--- src/rtl/joypad_ctrl.sv ---
// Joypad controller: per-key press-pulse hold timers plus the memory-mapped P1 select/read register.
// Latency: key_held 1 cycle after press, data_out 1 cycle after read, irq_joypad 1 cycle after a nibble bit falls.
// Backpressure: none; presses, reads and writes are accepted every cycle.
module joypad_ctrl #(
    parameter int HOLD_CYCLES = 1000000,
    parameter int HOLD_WIDTH  = (HOLD_CYCLES > 1) ? $clog2(HOLD_CYCLES) : 1
) (
    input  logic        clock,
    input  logic        reset,
    input  logic [7:0]  key_pressed,
    input  logic [15:0] addr,
    input  logic [7:0]  data_in,
    input  logic        we,
    input  logic        re,
    output logic [7:0]  data_out,
    output logic        irq_joypad,
    output logic [7:0]  key_held
);

    typedef enum logic {
        KEY_IDLE = 1'b0,
        KEY_HELD = 1'b1
    } key_state_t;

    localparam logic [15:0]           P1_ADDR   = 16'hFF00;
    localparam logic [HOLD_WIDTH-1:0] HOLD_LAST = HOLD_WIDTH'(HOLD_CYCLES - 1);
    localparam logic [HOLD_WIDTH-1:0] HOLD_ONE  = HOLD_WIDTH'(1);

    logic [1:0] sel;
    logic [3:0] nibble;
    logic [3:0] prev_nibble;
    logic [7:0] p1_value;
    logic       p1_hit;
    logic       unused_data;

    // One independent hold timer per key; a fresh press always restarts the hold.
    for (genvar i = 0; i < 8; i++) begin : g_key
        key_state_t            state;
        logic [HOLD_WIDTH-1:0] hold_cnt;

        always_ff @(posedge clock) begin
            if (reset) begin
                state    <= KEY_IDLE;
                hold_cnt <= '0;
            end else if (key_pressed[i]) begin
                state    <= KEY_HELD;
                hold_cnt <= '0;
            end else if (state == KEY_HELD) begin
                if (hold_cnt == HOLD_LAST) begin
                    state    <= KEY_IDLE;
                    hold_cnt <= '0;
                end else begin
                    hold_cnt <= hold_cnt + HOLD_ONE;
                end
            end
        end

        assign key_held[i] = (state == KEY_HELD);
    end

    assign p1_hit      = (addr == P1_ADDR);
    assign nibble      = ~(({4{~sel[0]}} & key_held[3:0]) | ({4{~sel[1]}} & key_held[7:4]));
    assign p1_value    = {2'b11, sel, nibble};
    assign unused_data = ^{data_in[7:6], data_in[3:0]};

    // Reads sample p1_value before the sel update, so a same-cycle write is not visible yet.
    always_ff @(posedge clock) begin
        if (reset) begin
            sel         <= 2'b11;
            prev_nibble <= 4'hF;
            data_out    <= 8'h00;
            irq_joypad  <= 1'b0;
        end else begin
            if (we && p1_hit) begin
                sel <= data_in[5:4];
            end
            data_out    <= (re && p1_hit) ? p1_value : 8'h00;
            prev_nibble <= nibble;
            irq_joypad  <= |(prev_nibble & ~nibble);
        end
    end

endmodule

--- config.mk ---
export PLATFORM = sky130hd
export DESIGN_NAME = joypad_ctrl
export DESIGN_NICKNAME = d
export VERILOG_FILES = /design/src/rtl/joypad_ctrl.sv
export SDC_FILE = /design/constraint.sdc
export NUM_CORES = 1
export LEC_CHECK = 0
export CAP_MARGIN = 20
export CORE_MARGIN = 1.5
export CORE_UTILIZATION = 30
export DETAILED_ROUTE_END_ITERATION = 12
export GPL_TIMING_DRIVEN = 0
export SKIP_LAST_GASP = 1
export SYNTH_ARGS = -nofsm -noshare
export SYNTH_HDL_FRONTEND = slang
export SYNTH_SLANG_ARGS = --single-unit
--- constraint.sdc ---
create_clock -name clock -period 2.28 [get_ports clock]
set_input_delay 0.456 -clock clock [delete_from_list [all_inputs] [get_ports clock]]
set_output_delay 0.456 -clock clock [all_outputs]
set_load 0.005 [all_outputs]
==> flow_metrics.tcl, run 1 <==
set metrics [dict create \
    vias 7186 \
    crit_path_end_kind "flop" \
    port_buffers 46 \
    avgSynthCellArea_sq_um 8.57 \
    setup_slack_ns 0.123 \
    pin_count 53 \
    avgRoutedWirePerCell_um 12.7 \
    die_y_um 170 \
    finalInstanceArea_sq_mm 0.0102 \
    cp.required_ns 2.59 \
    dpl_worst_slack_ns -0.732 \
    cap_violations 0 \
    die-area_sq_mm 0.0291 \
    grt_pass1_wl_mm 31.4 \
    clockBufferDepth 2 \
    worstSetupPathType "flop to flop" \
    cts.reportedPaths.clkPinSlew_ns 0.07 \
    wirelength_mm 18.5 \
    clkSinkCount 182 \
    numCtsBuffers 17 \
    slew_violations 0 \
    final_cell_mix "dfxtp_1 (182), nor2_1 (113), a21oi_1 (63), nand2_1 (61), nand3_1 (59)" \
    ys_seq_area_share_pct 43.3 \
    viasPerCell 4.93 \
    grt_antenna_before_repair 0 \
    worst_hold_slack_ns 0.473 \
    netlist_instances 982 \
    yosys.area.top_type "dfxtp_1" \
    slew_headroom_pct 59.1 \
    syn_to_final_growth_pct 20.9 \
    status "finished clean" \
    finalSetupTns_ns 0 \
    worst_pin_slew_ns 0.614 \
    synth_edf_count 0 \
    final_common_cell "dfxtp_1" \
    arrival_ns 2.46 \
    max_freq_mhz 464 \
    synth_top_cell_area_share_pct 43.3 \
    grt_max_degree 17 \
    grt-ovfl-total 0 \
    gp_congestion 0.768 \
    synthArstFlopShare_pct 0 \
    ant_nets 0 \
    place_area_sq_mm 0.00935 \
    leakage_nw 3.08 \
    grt_pass1_vias 6612 \
    syn_nets 1026 \
    fp-row-count 61 \
    drt_drc_violations_left 0 \
    total_power_mw 6.50 \
    core_sq_mm 0.0277 \
    cts_tree "yes" \
    ys_types 50 \
    startpoint_type "flop" \
    clk_latency_ns 0.42 \
    synthFlopType "dfxtp_1" \
    drt-pass1-iter-count 5 \
    worstPathMaxFanout 10 \
    syn-cell-area_sq_mm 0.00841 \
    layout-drive-gt1-share_pct 8.33 \
    nets 1112 \
    clock-root-buffer "clkbuf_16" \
    period_share_pct 94.6 \
    irDropWorstVdd_mv 0.422 \
    setup_viol 0 \
    holdBufCountCts 0 \
    dp.final_hpwl_mm 12.9 \
    n_fill_cell 2806 \
    cts-htree-levels 4 \
    insertedDiodeCount 0 \
    yosys_warnings 0 \
    yosys-top-cells-area "dfxtp_1 (43%), xor2_1 (5.2%), nor2_1 (5.0%)" \
    die_x_um 170 \
    period_minus_slack_ns 2.16 \
    finalHoldViolCount 0 \
    min_path_type "flop to flop" \
    synth-seq-cells 182 \
    rsz0062_at_grt "yes" \
    start_util_pct 30.4 \
    grt_usage_pct 13.1 \
    drtIter0Drc 328 \
    powerDensity_mw_per_mm2 639 \
    skew_ns 0.0103 \
]
## per-stage QoR
stage | util (%) | instances
finish | 36.7 | 1458
global route | 36.7 | 1458
CTS | 36.2 | 1442
detailed placement | 33.7 | 1406
global placement | 33.7 | 1406
floorplan | - | 982
## Yosys cell counts, drive strengths merged (8+ instances only)
cell type / instances
xor2: 50
nand3: 59
nand2b: 8
dfxtp: 182
clkbuf: 25
and4: 15
nor4b: 8
buf: 16
o31ai: 30
ha: 8
or3: 38
or4: 33
nor2: 113
o21ai: 41
xnor2: 45
and3: 16
nor3: 22
nand2: 62
nand4: 51
nor4: 15
inv: 35
a21oi: 63
## worst max-delay path, stage by stage, from the launching register on
cell	delay (ns)
dfxtp_1	0.36
or4b_2	0.69
nor4_1	0.27
a311o_1	0.21
buf_2	0.18
buf_2	0.25
nor2_1	0.08
## worst paths after layout
check                         from               endpoint  slack, ns  cells after the start
max           g_key[4].hold_cnt[8]   g_key[4].hold_cnt[4]       0.12                      6
min          g_key[3].hold_cnt[18]  g_key[3].hold_cnt[18]       0.47                      2
max reg2reg   g_key[4].hold_cnt[8]   g_key[4].hold_cnt[4]       0.12                      6
min reg2reg  g_key[3].hold_cnt[18]  g_key[3].hold_cnt[18]       0.47                      2
## logic make-up (layout without fill, tap and decap cells)
family / after synthesis / in the layout / synth area share (%)
buffers and inverters: 76 / 174 / 4.03
AND/OR/NAND/NOR: 465 / 465 / 30.0
adder cells (fa/ha/maj): 8 / 8 / 1.19
AO/OA/AOI/OAI: 156 / 156 / 11.5
flip-flops: 182 / 182 / 43.3
XOR/XNOR: 95 / 95 / 9.89
## report_power, final
| part | internal (mW) | switching (mW) | total [mW] |
|---|---|---|---|
| Sequential | 3.20 | 0.0263 | 3.22 |
| Combinational | 0.136 | 0.128 | 0.265 |
| Clock | 1.76 | 1.25 | 3.01 |
| Total | 5.09 | 1.40 | 6.50 |
## registers in the layout, summed over array words and instances (netlist names)
signal	cells
irq_joypad	1
prev_nibble	4
g_key.hold_cnt	160
sel	2
data_out	7
g_key.state	8
## routing by layer
layer | share of wire (%) | GRT usage [%] | up-vias
li1 | - | - | 3725
met5 | 0 | 0 | -
met1 | 50 | 17.0 | 3394
met3 | 1.7 | 2.33 | 6
met2 | 48 | 22.3 | 61
met4 | 0.75 | 3.69 | 0
## layout make-up
cell class / instances / area, sq um / area share, %
Tap cell: 378 / 473 / 4.65
Buffer: 40 / 210 / 2.07
Inverter: 35 / 131 / 1.29
Multi-Input combinational cell: 724 / 4490 / 44.1
Timing Repair Buffer: 68 / 626 / 6.15
Sequential cell: 182 / 3640 / 35.8
Clock inverter: 10 / 148 / 1.45
Clock buffer: 21 / 450 / 4.43
## what timing repair did
action,in CTS,in global routing
setup endpoints to repair,59,69
resized for setup,7,7
pin swaps,4,7
setup buffers,5,17
No activity file was read; power rests on OpenSTA's default activity.
==> run 2: changes to the inputs <==
- TNS_END_PERCENT: not set -> 100
==> results of run 2 <==
Final layout, timing and power as in run 1 (identical DEF).
